### src/rtl/regfile_wb_arbiter_if.sv
// Writeback bus between the requesters and the register file write-port arbiter.
//   hold       freeze: no new grants while high
//   req_valid  per-requester write request
//   req_addr   packed dest registers, requester i at [i*ADDR_W +: ADDR_W]
//   req_data   packed write data, requester i at [i*DATA_W +: DATA_W]
//   req_ready  one-hot grant (or all zero)
//   rf_we      register file RegWrite
//   rf_waddr   register file A3
//   rf_wdata   register file WD3
//   grant_idx  index of the last accepted requester (debug)
// The master modport is the requester side; the slave modport is the arbiter.
interface regfile_wb_arbiter_if #(
  parameter int NUM_REQ = 3,
  parameter int DATA_W  = 32,
  parameter int ADDR_W  = 5
);
  logic                      hold;
  logic [NUM_REQ-1:0]        req_valid;
  logic [NUM_REQ*ADDR_W-1:0] req_addr;
  logic [NUM_REQ*DATA_W-1:0] req_data;
  logic [NUM_REQ-1:0]        req_ready;
  logic                      rf_we;
  logic [ADDR_W-1:0]         rf_waddr;
  logic [DATA_W-1:0]         rf_wdata;
  logic [2:0]                grant_idx;

  modport master (
    output hold, req_valid, req_addr, req_data,
    input  req_ready, rf_we, rf_waddr, rf_wdata, grant_idx
  );

  modport slave (
    input  hold, req_valid, req_addr, req_data,
    output req_ready, rf_we, rf_waddr, rf_wdata, grant_idx
  );
endinterface

### src/rtl/regfile_wb_arbiter.sv
// Round-robin arbiter sharing the register file's single write port between
// NUM_REQ writeback sources, followed by one registered output stage.
//   clk   clock, all state on the rising edge
//   rst   asynchronous, active-high reset
//   bus   writeback bus (slave side): requests/ready in, rf_* and grant_idx out
// The grant is combinational from req_valid; a transfer is valid && ready at
// a rising edge and shows up on rf_* one cycle later. Writes to x0 are
// accepted (they consume a grant) but leave rf_we low.
module regfile_wb_arbiter #(
  parameter int NUM_REQ = 3,
  parameter int DATA_W  = 32,
  parameter int ADDR_W  = 5
) (
  input  logic                 clk,
  input  logic                 rst,
  regfile_wb_arbiter_if.slave  bus
);

  // Requests are padded out to 8 lanes so a 3-bit index is always in range.
  logic [7:0]        valid_pad;
  logic [ADDR_W-1:0] addr_arr [8];
  logic [DATA_W-1:0] data_arr [8];

  for (genvar i = 0; i < 8; i++) begin : g_lane
    if (i < NUM_REQ) begin : g_used
      assign valid_pad[i] = bus.req_valid[i];
      assign addr_arr[i]  = bus.req_addr[i*ADDR_W +: ADDR_W];
      assign data_arr[i]  = bus.req_data[i*DATA_W +: DATA_W];
    end else begin : g_unused
      assign valid_pad[i] = 1'b0;
      assign addr_arr[i]  = '0;
      assign data_arr[i]  = '0;
    end
  end

  logic [2:0] ptr;
  logic [2:0] win;
  logic [3:0] cand;
  logic       found;
  logic       xfer;
  logic [7:0] onehot;
  logic [2:0] ptr_nxt;

  // First valid requester scanning ptr, ptr+1, ... modulo NUM_REQ.
  always_comb begin
    found = 1'b0;
    win   = 3'd0;
    cand  = 4'd0;
    for (int k = 0; k < NUM_REQ; k++) begin
      cand = {1'b0, ptr} + 4'(k);
      if (cand >= 4'(NUM_REQ)) cand = cand - 4'(NUM_REQ);
      if (!found && valid_pad[cand[2:0]]) begin
        found = 1'b1;
        win   = cand[2:0];
      end
    end
  end

  // The winner is always valid, so a raised ready bit is itself a transfer.
  assign xfer          = found && !bus.hold;
  assign onehot        = 8'd1 << win;
  assign bus.req_ready = xfer ? onehot[NUM_REQ-1:0] : '0;
  assign ptr_nxt       = (win == 3'(NUM_REQ - 1)) ? 3'd0 : win + 3'd1;

  always_ff @(posedge clk or posedge rst) begin
    if (rst) begin
      ptr           <= 3'd0;
      bus.rf_we     <= 1'b0;
      bus.rf_waddr  <= '0;
      bus.rf_wdata  <= '0;
      bus.grant_idx <= 3'd0;
    end else if (xfer) begin
      ptr           <= ptr_nxt;
      bus.rf_we     <= |addr_arr[win];
      bus.rf_waddr  <= addr_arr[win];
      bus.rf_wdata  <= data_arr[win];
      bus.grant_idx <= win;
    end else begin
      bus.rf_we     <= 1'b0;
    end
  end

endmodule

### src/flat_wrapper.sv
// flat-port wrapper written by rule: the top's interface ports become plain ports
module regfile_wb_arbiter_flat 
#(
  parameter int NUM_REQ = 3,
  parameter int DATA_W  = 32,
  parameter int ADDR_W  = 5
)
  (clk, rst, bus_hold, bus_req_valid, bus_req_addr, bus_req_data, bus_req_ready, bus_rf_we, bus_rf_waddr, bus_rf_wdata, bus_grant_idx);
  regfile_wb_arbiter_if #(.NUM_REQ(NUM_REQ), .DATA_W(DATA_W), .ADDR_W(ADDR_W)) bus_i ();
  input  logic clk;
  input  logic rst;
  input wire logic [$bits(bus_i.hold)-1:0] bus_hold;
  input wire logic [$bits(bus_i.req_valid)-1:0] bus_req_valid;
  input wire logic [$bits(bus_i.req_addr)-1:0] bus_req_addr;
  input wire logic [$bits(bus_i.req_data)-1:0] bus_req_data;
  output wire logic [$bits(bus_i.req_ready)-1:0] bus_req_ready;
  output wire logic [$bits(bus_i.rf_we)-1:0] bus_rf_we;
  output wire logic [$bits(bus_i.rf_waddr)-1:0] bus_rf_waddr;
  output wire logic [$bits(bus_i.rf_wdata)-1:0] bus_rf_wdata;
  output wire logic [$bits(bus_i.grant_idx)-1:0] bus_grant_idx;
  assign bus_i.hold = bus_hold;
  assign bus_i.req_valid = bus_req_valid;
  assign bus_i.req_addr = bus_req_addr;
  assign bus_i.req_data = bus_req_data;
  assign bus_req_ready = bus_i.req_ready;
  assign bus_rf_we = bus_i.rf_we;
  assign bus_rf_waddr = bus_i.rf_waddr;
  assign bus_rf_wdata = bus_i.rf_wdata;
  assign bus_grant_idx = bus_i.grant_idx;
  regfile_wb_arbiter #(.NUM_REQ(NUM_REQ), .DATA_W(DATA_W), .ADDR_W(ADDR_W)) u_core (.clk(clk), .rst(rst), .bus(bus_i));
endmodule
### config.mk
export PLATFORM = sky130hd
export DESIGN_NAME = regfile_wb_arbiter_flat
export DESIGN_NICKNAME = d
export VERILOG_FILES = /design/src/rtl/regfile_wb_arbiter_if.sv /design/src/rtl/regfile_wb_arbiter.sv /design/src/flat_wrapper.sv
export SDC_FILE = /design/constraint.sdc
export NUM_CORES = 1
export LEC_CHECK = 0
export BUFFER_PORTS_ARGS = -buffer_cell sky130_fd_sc_hd__buf_4
export CAP_MARGIN = 5
export CORE_ASPECT_RATIO = 0.9
export CORE_MARGIN = 2
export CORE_UTILIZATION = 40
export DETAILED_ROUTE_END_ITERATION = 7
export GPL_ROUTABILITY_DRIVEN = 0
export PLACE_DENSITY = 0.83
export SYNTH_ARGS = -nofsm -noshare
export SYNTH_HDL_FRONTEND = slang
export SYNTH_SLANG_ARGS = --single-unit
### constraint.sdc
create_clock -name clk -period 3.55 [get_ports clk]
set_input_delay 0.355 -clock clk [delete_from_list [all_inputs] [get_ports clk]]
set_output_delay 0.355 -clock clk [all_outputs]
set_load 0.02 [all_outputs]
==> After elaboration in Yosys (flattened, before gate mapping) <==
Cells that the tools add are included.
W data, S select, Z words.
{ "totals": {"word_cells": 52, "input_bits": 117, "ff_bits": 44, "ramBits": 0, "mem_count": 0, "romBits": 0, "latch_bits": 0} }
{ "classes": {"eq_ne": 1, "addsub": 6, "n_div": 0, "shifts": 1, "mux": 24, "n_bitwise": 1, "n_lt_le_gt_ge": 7, "multipliers": 0, "n_reduce_logical": 7} }
{ "ops": {"columns": ["cell", "count"], "rows": [
  ["$bmux W32 S3", 1],
  ["$mux W32", 2],
  ["$mux W3", 8],
  ["$bmux W5 S3", 1],
  ["$lt A3 B4 Y1 const B", 3],
  ["$mux W5", 2],
  ["$bmux W1 S3", 3],
  ["$sub A3 B2 Y3 const B", 3],
  ["$ge A4 B2 Y1 const B", 2],
  ["$mux W1", 7],
  ["$reduce_or A5 Y1", 1],
  ["$add A3 B1 Y4 const B", 1],
  ["$add A3 B2 Y4 const B", 1],
  ["$ge A4 B4 Y1 const B", 1],
  ["$not A3 Y4", 1],
  ["$add A3 B1 Y3 const B", 1],
  ["$eq A3 B2 Y1 const B", 1],
  ["$ge A3 B2 Y1 const B", 1],
  ["$logic_and A1 B1 Y1", 3],
  ["$logic_not A1 Y1", 3],
  ["$shl A1 B3 Y3 const A", 1]
]} }

==> Logic depth before layout (Yosys ltp) <==
Gate-level depths: netlist (run 1).
{ "logic_depth": {"word_depth": 17, "mapped_depth": 13} }

==> Worst setup path after synthesis (run 1) <==
Ideal clock, no wire load.
{ "synth_path": {"kind": "flip-flop to output port", "startpoint": "register u_core.ptr[1]", "endpoint": "output port bus_req_ready[2]", "n_path_buf": 2, "required_ns": 3.195, "path_slack_ns": 0.324, "arrival_time_ns": 2.871, "path_stages_with_launch": 10, "path_cell_list": "dfrtp_1 -> ha_1 -> ha_1 -> a2111oi_2 -> a21o_1 -> mux2i_1 -> a21oi_1 -> buf_2 -> buf_2 -> nor3_1"} }
{ "synth_via": {"elab_chain_len": 13, "word_cells_on_any_way": 30, "classes_between": "5 x add/sub; 3 x order compare; 1 x shift; 16 x mux; 5 x reduce/logical"} }
{ "synth_rtl": {"columns": ["item", "line_no", "source"], "rows": [
  ["start, declared", "regfile_wb_arbiter.sv:36", "logic [2:0] ptr;"],
  ["start signal, assigned", "regfile_wb_arbiter.sv:73", "ptr <= ptr_nxt;"],
  ["parallel branches: the longest is 12 deep, another holds $add A3 B1 Y4", null, null],
  ["$mux W3 (*)", "regfile_wb_arbiter.sv:62", "assign bus.req_ready = xfer ? onehot[NUM_REQ-1:0] : '0;"],
  ["end, declared", "flat_wrapper.sv:16", "output wire logic [$bits(bus_i.req_ready)-1:0] bus_req_ready;"]
]} }
Every way passes the cells marked *. The select of a mux whose other input is x is not followed.

==> Worst setup path in the final report (run 1) <==
{ "layout_path": {"startpoint": "register u_core.ptr[1]", "endpoint": "output port bus_req_ready[1]"} }
The elaborated chain is that of the path after synthesis.

==> impl_metrics.toml, run 1 <==
[synth]
synth.top_cell.area_share_pct = 39.22
asyncSetResetFlopFracSynth_pct = 100.0
synth_enable_flop_cells = 0
ys_ff_latch = 44
synth-seq-area-share_pct = 39.22
postSynthNetCount = 427
synth_area_leaders = "dfrtp_1 (39%), a221o_1 (6.8%), nor2_1 (5.5%), mux2i_1 (5.3%), a22oi_1 (5.1%)"
synth_common_cells = "dfrtp_1 (44), nor2_1 (41), nand2_1 (30)"
synthesis.area_per_instance_um2 = 9.297
yosysUniqueCellTypes = 49
netlist.top_cell.by_area = "dfrtp_1"
netlist_instances = 302
post-synth-top-count-cell = "dfrtp_1"
syn-cell-area_um2 = 2808
synth-warning-count = 0
synth_flop_cell = "dfrtp_1"

[timing]
finalHoldViolations = 0
report.final.slew_viol_count = 0
timing.max_slew.rel_slack_pct = 39.04
timing.final.crit_share_pct = 96.88
setup_ws_ns = 0.1109
clock.fmax_mhz = 290.8
fin_skew_ns = 0.01109
worst-slew-pin-transition_ns = 0.9131
rsz0062_at_grt = "yes"
final_hold_slack_ns = 0.2638
min_period_ns = 3.439
setup_viol = 0

[floorplanning]
floorplan.core_area_um2 = 6691
area_enclosed_by_the_die_boundary_um2 = 7706
row_count = 28
floorplan.die.height_um = 83.48
design.portCount = 161
initial_core_util_pct = 41.96
die_width_um = 92.31

[power_and_ir_drop]
power.share.combinational_pct = 76.2
seq_pwr_share_pct = 18.0
net_switching_component_of_the_power_w = 0.002450
worst_ir_drop_vdd_mv = 0.5942
post-layout-total-power_w = 0.005129
powerDensity_nw_per_um2 = 1165
static-leakage-power_nw = 2.204
p_int_w = 0.002679
clock_power_share_pct = 5.8
power.share.switching_pct = 47.77

[worst_setup_path]
critical-path-slowest-cell = "or4b_4"
timing.critical_path.to_type = "output pin"
crit_chain = "buf_4 -> ha_1 -> or4b_4 -> nand4_1 -> mux2i_1 -> buf_4 -> o41ai_4 -> buf_12 -> inv_1 -> and2_1 -> buf_4"
r2r.worst_path.cells = 11
r2r-start = "u_core.ptr[0]$_DFFE_PP0P_"
ff2ff_setup_slack_ns = 0.27
capture_instance_of_the_worst_register_to_register_path = "u_core.bus.rf_we$_DFF_PP0_"
critPathMaxStageDelay_ns = 0.54
worstSetupStartpoint = "u_core.ptr[1]$_DFFE_PP0P_"
path_common_cell = "buf_4"
crit_type = "register to output pin"
critPathLaunchType = "register"
crit_path_end = "bus_req_ready[1]"
worst-endpoint-arrival_ns = 3.08
critical_path_peak_fanout = 6
cp_data_required_time_ns = 3.19

[clocking]
cts.reportedPaths.clkPinSlew_ns = 0.08
ctsHtreeMaxLevel = 2
clock_latency_ns = 0.29
cts.hold.buffers_added = 0
clock_tree_from_tritoncts = "done"
cts_made_buffers = 5
cts_buffer_depth = 2
clock-sinks = 44
clock_tree.root_cell = "clkbuf_8"

[placed_design]
detailed_place.area_um2 = 4136
post-place-ws_ns = 0.07605
numPortBuffers = 160
hpwl_um = 6794

[drt]
dr.pass1.iters = 4
drt-initial-drc-count = 234
drc = 0
num_vias = 3053
drtAntennaViolNets = 0
finalWirelength_um = 9430
route.detailed.vias_per_inst = 5.491
wl_per_cell_um = 16.96

[grt]
grt_pass1_vias = 3178
grt_usage_pct = 24.13
antenna_found_initial = 0
gr-total-overflow = 0
pin_count_of_the_biggest_net_entering_global_routing = 47
global_route_wire_length_before_repair_um = 15010

[run_status]
run_status = "finished clean"

[finish]
flow.area_growth_from_synthesis_pct = 56.86
antenna_cells = 0
final_net_count = 591
stdcell_area_um2 = 4404
drive_above_1_share_pct = 45.49
final.fill_count = 526

[min_path]
min-delay-path-class = "input port to asynchronous set/reset pin"

[run]
maxCapViolCount = 0
## repair_timing
item                       CTS  global route
setup buffers                4             4
pin swaps                    1             3
gates cloned                 2             0
setup endpoints to repair    3             3
gates resized for setup      6            12
## stage by stage
stage | instances | setup TNS, ns | utilization [%]
final | 556 | 0 | 65.82
after global routing | 556 | -0.04433 | 65.82
after CTS | 552 | 0 | 64.72
after detailed placement | 539 | 0 | 61.82
after global placement | 539 | 0 | 61.82
after floorplan | 302 | 0 | -
## worst min path at each step
| stage | start | end | slack (ns) | depth (start not counted) |
|---|---|---|---|---|
| 3_5_place_dp | u_core.bus.rf_waddr[2]$_DFFE_PP0P_ | u_core.bus.rf_waddr[2]$_DFFE_PP0P_ | 0.47 | 2 |
| 3_3_place_gp | u_core.bus.rf_waddr[2]$_DFFE_PP0P_ | u_core.bus.rf_waddr[2]$_DFFE_PP0P_ | 0.46 | 2 |
| 2_1_floorplan | bus_req_data[95] | u_core.bus.rf_wdata[31]$_DFFE_PP0P_ | 0.48 | 1 |
| 5_1_grt | bus_req_data[72] | u_core.bus.rf_wdata[8]$_DFFE_PP0P_ | 0.27 | 2 |
| 6_report | rst | u_core.bus.rf_wdata[18]$_DFFE_PP0P_ | 0.26 | 2 |
| 4_1_cts | bus_req_data[68] | u_core.bus.rf_wdata[4]$_DFFE_PP0P_ | 0.26 | 2 |
## kinds of logic after synthesis
kind of cell | count (synthesis) | synth area share (%)
fa+ha+maj | 8 | 3.565
mux | 18 | 6.551
compound gates | 93 | 27.76
flops | 44 | 39.22
xor+xnor | 2 | 0.6240
buf+inv | 33 | 5.080
simple gates | 104 | 17.20
## per-layer routing
metal	up-vias	GRT usage, %	share of wire, %
li1	1455	-	-
met1	1443	30.07	40
met2	138	40.68	51
met3	17	5.872	7.1
met4	0	8.412	2.1
met5	-	0	0
## power groups by stage
stage / Sequential, W / Clock, W / Combinational, W
floorplan: 0.00117 / 0 / 0.00217
global placement: 0.000922 / 0 / 0.00344
detailed placement: 0.000929 / 0 / 0.00354
CTS: 0.000929 / 0.000309 / 0.00380
global route: 0.000953 / 0.000326 / 0.00422
finish: 0.000922 / 0.000300 / 0.00391
## worst max-delay path: cells and delay by family, from the launching register on
| kind | cells | cell delay (ns) |
|---|---|---|
| AO/OA/AOI/OAI | 1 | 0.48 |
| adder cells (fa/ha/maj) | 1 | 0.23 |
| buffers and inverters | 5 | 0.70 |
| flip-flops | 1 | 0.45 |
| multiplexers | 1 | 0.10 |
| AND/OR/NAND/NOR | 3 | 0.82 |
## cell type report
cell class | instances | area (um^2) | area share (%)
multi-input cells | 225 | 1642 | 37.27
repair buffers | 180 | 1426 | 32.39
flip-flops and latches | 44 | 1105 | 25.09
well taps | 90 | 112.6 | 2.557
clock buffers | 5 | 68.82 | 1.563
inverters | 10 | 37.54 | 0.8523
clock inverters | 2 | 12.51 | 0.2841
## flip-flops by register name (all words and copies together), names as in the netlist
register / cells
u_core.bus.grant_idx: 3
u_core.bus.rf_waddr: 5
u_core.bus.rf_we: 1
u_core.ptr: 3
u_core.bus.rf_wdata: 32
## layout by cell type (no fill, tap or decap), types with 2 or more instances in the layout
cell type / synthesis / routed
bufbuf_16: 0 / 2
dfrtp_2: 0 / 3
inv_1: 10 / 8
a211o_1: 15 / 15
a211oi_1: 2 / 2
o2bb2ai_1: 3 / 3
nor2b_1: 6 / 5
nand2_1: 30 / 30
and2_1: 2 / 2
o21ai_0: 7 / 5
buf_4: 2 / 176
nor2_1: 41 / 41
nor3_1: 6 / 4
nor3b_1: 2 / 2
a221o_1: 19 / 19
ha_2: 0 / 2
dfrtp_1: 44 / 41
o2111ai_2: 0 / 2
a221oi_1: 3 / 3
a21o_1: 4 / 4
a22oi_1: 19 / 19
mux2_2: 3 / 3
ha_1: 8 / 5
a2bb2oi_1: 2 / 2
a21oi_1: 5 / 3
mux2i_1: 15 / 15
nand4_1: 2 / 2
inv_2: 0 / 2
o21ai_1: 1 / 2
a31oi_1: 3 / 3
buf_12: 0 / 2
clkbuf_8: 0 / 5
nand3_1: 3 / 3
nand2b_1: 3 / 3
Note: power is estimated with default switching activity, not from simulation.
==> inputs of run 2 (changes only) <==
- CORE_MARGIN: 2 -> unset
==> impl_metrics.toml, run 2 (same netlist as run 1, synthesis figures left out) <==
[run_status]
run_status = "finished with violations"
failing_checks = "negative setup slack"

[grt]
antenna_found_initial = 0
pin_count_of_the_biggest_net_entering_global_routing = 47
grt_pass1_vias = 2938
grt_usage_pct = 24.11
gr-total-overflow = 0
global_route_wire_length_before_repair_um = 14040

[drt]
drtAntennaViolNets = 0
route.detailed.vias_per_inst = 5.652
wl_per_cell_um = 17.62
drc = 0
dr.pass1.iters = 4
finalWirelength_um = 10080
drt-initial-drc-count = 206
num_vias = 3233

[worst_setup_path]
r2r-start = "u_core.ptr[1]$_DFFE_PP0P_"
crit_type = "register to output pin"
cp_data_required_time_ns = 3.19
capture_instance_of_the_worst_register_to_register_path = "u_core.bus.rf_wdata[12]$_DFFE_PP0P_"
critPathLaunchType = "register"
critical_path_peak_fanout = 3
ff2ff_setup_slack_ns = 0.08
r2r.worst_path.cells = 13
timing.critical_path.to_type = "output pin"
worst-endpoint-arrival_ns = 3.21

[finish]
fin_util_pct = 67.89
layout.cells.most_common_list = "buf_4 (189), dfrtp_1 (44), nor2_1 (41)"
final_cell_count_no_fill = 572
final_net_count = 606
flow.area_growth_from_synthesis_pct = 61.81
layout_commonest_cell = "buf_4"
largest_reg_flops = 32
drive_above_1_share_pct = 46.27
antenna_cells = 0
biggestRegsByFlops = "u_core.bus.rf_wdata x32, u_core.bus.rf_waddr x5"
largest_register = "u_core.bus.rf_wdata"

[power_and_ir_drop]
powerDensity_nw_per_um2 = 1201
static-leakage-power_nw = 2.275
worst_ir_drop_vdd_mv = 0.7533

[clocking]
cts_made_buffers = 5
cts.hold.buffers_added = 0
clock_tree.root_cell = "clkbuf_8"
ctsHtreeMaxLevel = 2
cts.reportedPaths.clkPinSlew_ns = 0.08
clock-sinks = 44
clock_tree_from_tritoncts = "done"
clock_latency_ns = 0.29
cts_buffer_depth = 2

[timing]
report.final.slew_viol_count = 0
worst-slew-pin-transition_ns = 0.9175
fin_skew_ns = 0.008232
setup_ws_ns = -0.01909
timing.max_slew.rel_slack_pct = 38.74
timing.final.crit_share_pct = 100.5
clock.fmax_mhz = 280.2
setup_viol = 1
finalHoldViolations = 0
final_hold_slack_ns = 0.2637
min_period_ns = 3.569

[floorplanning]
floorplan.core_area_um2 = 6691
die_width_um = 90.31
design.portCount = 161
initial_core_util_pct = 41.96
row_count = 28
floorplan.die.height_um = 81.48
area_enclosed_by_the_die_boundary_um2 = 7358

[placed_design]
numPortBuffers = 160
number_of_instances_in_the_placed_design = 551
hpwl_um = 6849

[run]
maxCapViolCount = 0

[min_path]
min-delay-path-class = "input port to asynchronous set/reset pin"
[run 2: changes by cell type in the layout (fill, tap and decap cells not counted), sizes merged]
cell / delta
nor3: +1
bufbuf: -1
buf: +14
inv: -1
clkbuf: +2
bufinv: +1
[run 2: layout make-up]
cell class              count  area [um^2]
fillers                   496         2148
repair buffers            194         1519
flip-flops and latches     44         1101
inverters                  10        41.29
multi-input cells         226         1662
well taps                  90        112.6
clock buffers               6        72.57
clock inverters             2        35.03
[run 2: through the flow]
stage | TNS, ns | power, W | instance area, um^2 | setup slack (ns)
floorplan | 0 | 0.003344 | 2808 | 0.3235
global placement | -0.03139 | 0.004410 | 4202 | -0.03139
detailed placement | -1.373 | 0.004529 | 4202 | -0.1563
CTS | -0.1205 | 0.005147 | 4420 | -0.06085
global route | -1.830 | 0.005802 | 4543 | -0.1786
finish | -0.01909 | 0.005454 | 4543 | -0.01909
[run 2: report_power, final]
group	switching [W]	internal, W
Clock	0.000165	0.000209
Combinational	0.00227	0.00188
Sequential	0.000151	0.000771
Total	0.00259	0.00286
[run 2: critical path, stage by stage (launching register included)]
cell and delay [ns]:
dfrtp_1 0.44, buf_4 0.17, ha_4 0.17, or4b_4 0.53
buf_4 0.16, nand4_1 0.11, mux2i_1 0.11, buf_4 0.16
o41ai_4 0.44, clkbuf_16 0.22, clkinvlp_4 0.08, and2_1 0.16
buf_4 0.16
[run 2: repair_timing]
item | CTS | global route
gates cloned | 1 | 1
pin swaps | 2 | 2
setup buffers | 5 | 6
endpoints found under the setup margin | 23 | 26
resized for setup | 9 | 15
[run 2: routing by layer]
layer | share of wire (%) | vias to the layer above | track usage, %
met5 | 0 | - | 0
met4 | 1.8 | 0 | 9.355
met3 | 6.7 | 19 | 5.000
met2 | 52 | 169 | 42.67
met1 | 40 | 1555 | 29.33
li1 | - | 1490 | -
[run 2: worst max-delay path by stage]
stage                         startpoint               end  slack (ns)  depth (start not counted)
6_report       u_core.ptr[1]$_DFFE_PP0P_  bus_req_ready[1]       -0.02                         12
5_1_grt        u_core.ptr[2]$_DFFE_PP0P_  bus_req_ready[1]       -0.18                         11
4_1_cts        u_core.ptr[0]$_DFFE_PP0P_  bus_req_ready[0]       -0.06                          9
3_5_place_dp   u_core.ptr[0]$_DFFE_PP0P_  bus_req_ready[0]       -0.16                          9
3_3_place_gp   u_core.ptr[0]$_DFFE_PP0P_  bus_req_ready[0]       -0.03                          9
2_1_floorplan  u_core.ptr[1]$_DFFE_PP0P_  bus_req_ready[2]        0.32                          9
==> inputs of run 3 (changes only) <==
- CORE_MARGIN: unset -> 4
==> impl_metrics.toml, run 3 (same netlist as run 1, synthesis figures left out) <==
[run_status]
run_status = "finished clean"

[worst_setup_path]
cp_data_required_time_ns = 3.19
worstSetupStartpoint = "u_core.ptr[0]$_DFFE_PP0P_"
critPathLaunchType = "register"
critical_path_peak_fanout = 12
r2r.worst_path.cells = 11
crit_chain = "ha_1 -> ha_1 -> or4b_1 -> a211oi_2 -> a31oi_1 -> a21oi_4 -> buf_12 -> and2_1 -> buf_4"
crit_type = "register to output pin"
capture_instance_of_the_worst_register_to_register_path = "u_core.bus.rf_we$_DFF_PP0_"
path_common_cell = "ha_1"
timing.critical_path.to_type = "output pin"
ff2ff_setup_slack_ns = 0.12
critPathMaxStageDelay_ns = 0.55
worst-endpoint-arrival_ns = 3.10
r2r-start = "u_core.ptr[0]$_DFFE_PP0P_"
critical-path-slowest-cell = "or4b_1"

[finish]
final_net_count = 592
antenna_cells = 0
largest_register = "u_core.bus.rf_wdata"
biggestRegsByFlops = "u_core.bus.rf_wdata x32, u_core.bus.rf_waddr x5"
drive_above_1_share_pct = 45.18
multi_input_area_um2 = 1643
regArea_um2 = 1105
largest_reg_flops = 32
layout_commonest_cell = "buf_4"
layout.cells.most_common_list = "buf_4 (178), nor2_1 (41), dfrtp_1 (41)"
flow.area_growth_from_synthesis_pct = 55.53
fin_util_pct = 65.26
stdcell_area_um2 = 4367
final.fill_count = 524

[timing]
timing.max_slew.rel_slack_pct = 37.98
min_period_ns = 3.455
finalHoldViolations = 0
timing.final.crit_share_pct = 97.32
report.final.slew_viol_count = 0
setup_viol = 0
worst-slew-pin-transition_ns = 0.9289
clock.fmax_mhz = 289.4
fin_skew_ns = 0.002972

[power_and_ir_drop]
static-leakage-power_nw = 2.182
worst_ir_drop_vdd_mv = 0.5552
powerDensity_nw_per_um2 = 1156

[min_path]
min-delay-path-class = "input port to asynchronous set/reset pin"

[grt]
gr-total-overflow = 0
global_route_wire_length_before_repair_um = 14480
antenna_found_initial = 0
grt_pass1_vias = 2987
grt_usage_pct = 22.15
pin_count_of_the_biggest_net_entering_global_routing = 48

[floorplanning]
design.portCount = 161
area_enclosed_by_the_die_boundary_um2 = 8425
die_width_um = 96.31
row_count = 28
initial_core_util_pct = 41.96
floorplan.die.height_um = 87.48
floorplan.core_area_um2 = 6691

[clocking]
cts.hold.buffers_added = 0
cts_made_buffers = 5
ctsHtreeMaxLevel = 2
cts.reportedPaths.clkPinSlew_ns = 0.08
cts_buffer_depth = 2
clock_tree_from_tritoncts = "done"
clock_tree.root_cell = "clkbuf_8"
clock_latency_ns = 0.30
clock-sinks = 44

[drt]
finalWirelength_um = 9528
dr.pass1.iters = 5
drc = 0
num_vias = 3062
drt-initial-drc-count = 193
wl_per_cell_um = 17.11
route.detailed.vias_per_inst = 5.497
drtAntennaViolNets = 0

[run]
maxCapViolCount = 0

[placed_design]
detailed_place.area_um2 = 4159
hpwl_um = 7236
numPortBuffers = 160
-- run 3: cell count changes in the layout (fill, tap and decap cells not counted), sizes merged --
cell,before,now
buf,192,181
clkbuf,7,5
bufbuf,1,0
bufinv,1,0
inv,9,10
nor3,7,6
-- run 3: per-stage QoR --
stage	hold slack, ns	power, W	worst slack, ns	instances	TNS (ns)
2_1_floorplan	0.4791	0.003344	0.3235	302	0
3_3_place_gp	0.4607	0.004398	0.2297	542	0
3_5_place_dp	0.4647	0.004506	0.1712	542	0
4_1_cts	0.2512	0.004931	0.06749	554	0
5_1_grt	0.2497	0.005453	-0.04580	557	-0.05779
6_report	0.2566	0.005049	0.09511	557	0
-- run 3: routing by layer --
metal | routed length, um | vias to the layer above | GRT usage [%]
met5 | 0 | - | 0
met4 | 130 | 0 | 7.643
met3 | 860 | 11 | 6.050
met2 | 4891 | 151 | 36.36
met1 | 3647 | 1443 | 28.00
li1 | - | 1457 | -
-- run 3: worst max-delay path by stage --
stage | endpoint | slack [ns] | cells past startpoint
after CTS | bus_req_ready[0] | 0.07 | 10
after global placement | bus_req_ready[2] | 0.23 | 10
final | bus_req_ready[1] | 0.1 | 9
after detailed placement | bus_req_ready[2] | 0.17 | 10
after global routing | bus_req_ready[1] | -0.05 | 11
after floorplan | bus_req_ready[2] | 0.32 | 9
-- run 3: critical path: cells and delay by family (launching register included) --
| kind | cells | cell delay [ns] |
|---|---|---|
| AO/OA/AOI/OAI | 3 | 0.82 |
| adder cells (fa/ha/maj) | 2 | 0.52 |
| buffers and inverters | 2 | 0.31 |
| flip-flops | 1 | 0.46 |
| AND/OR/NAND/NOR | 2 | 0.68 |
-- run 3: where the power goes --
part | total [W] | internal [W] | switching (W) | leakage (nW)
Combinational | 0.00382 | 0.00173 | 0.00209 | 1.61
Sequential | 0.000921 | 0.000773 | 0.000148 | 0.536
Clock | 0.000312 | 0.000134 | 0.000178 | 0.0400
-- run 3: what timing repair did --
item / 4_1_cts / 5_1_grt
buffers inserted: 5 / 3
resized for setup: 8 / 8
setup endpoints to repair: 3 / 4
pin swaps: 2 / 2
hold endpoints to repair: 0 / 0
-- run 3: final cells by class --
| type | count | share of cell area (%) |
|---|---|---|
| Clock buffer | 5 | 1.576 |
| Clock inverter | 2 | 0.2865 |
| Inverter | 10 | 0.8596 |
| Multi-Input combinational cell | 225 | 37.62 |
| Sequential cell | 44 | 25.30 |
| Tap cell | 90 | 2.579 |
| Timing Repair Buffer | 181 | 31.78 |
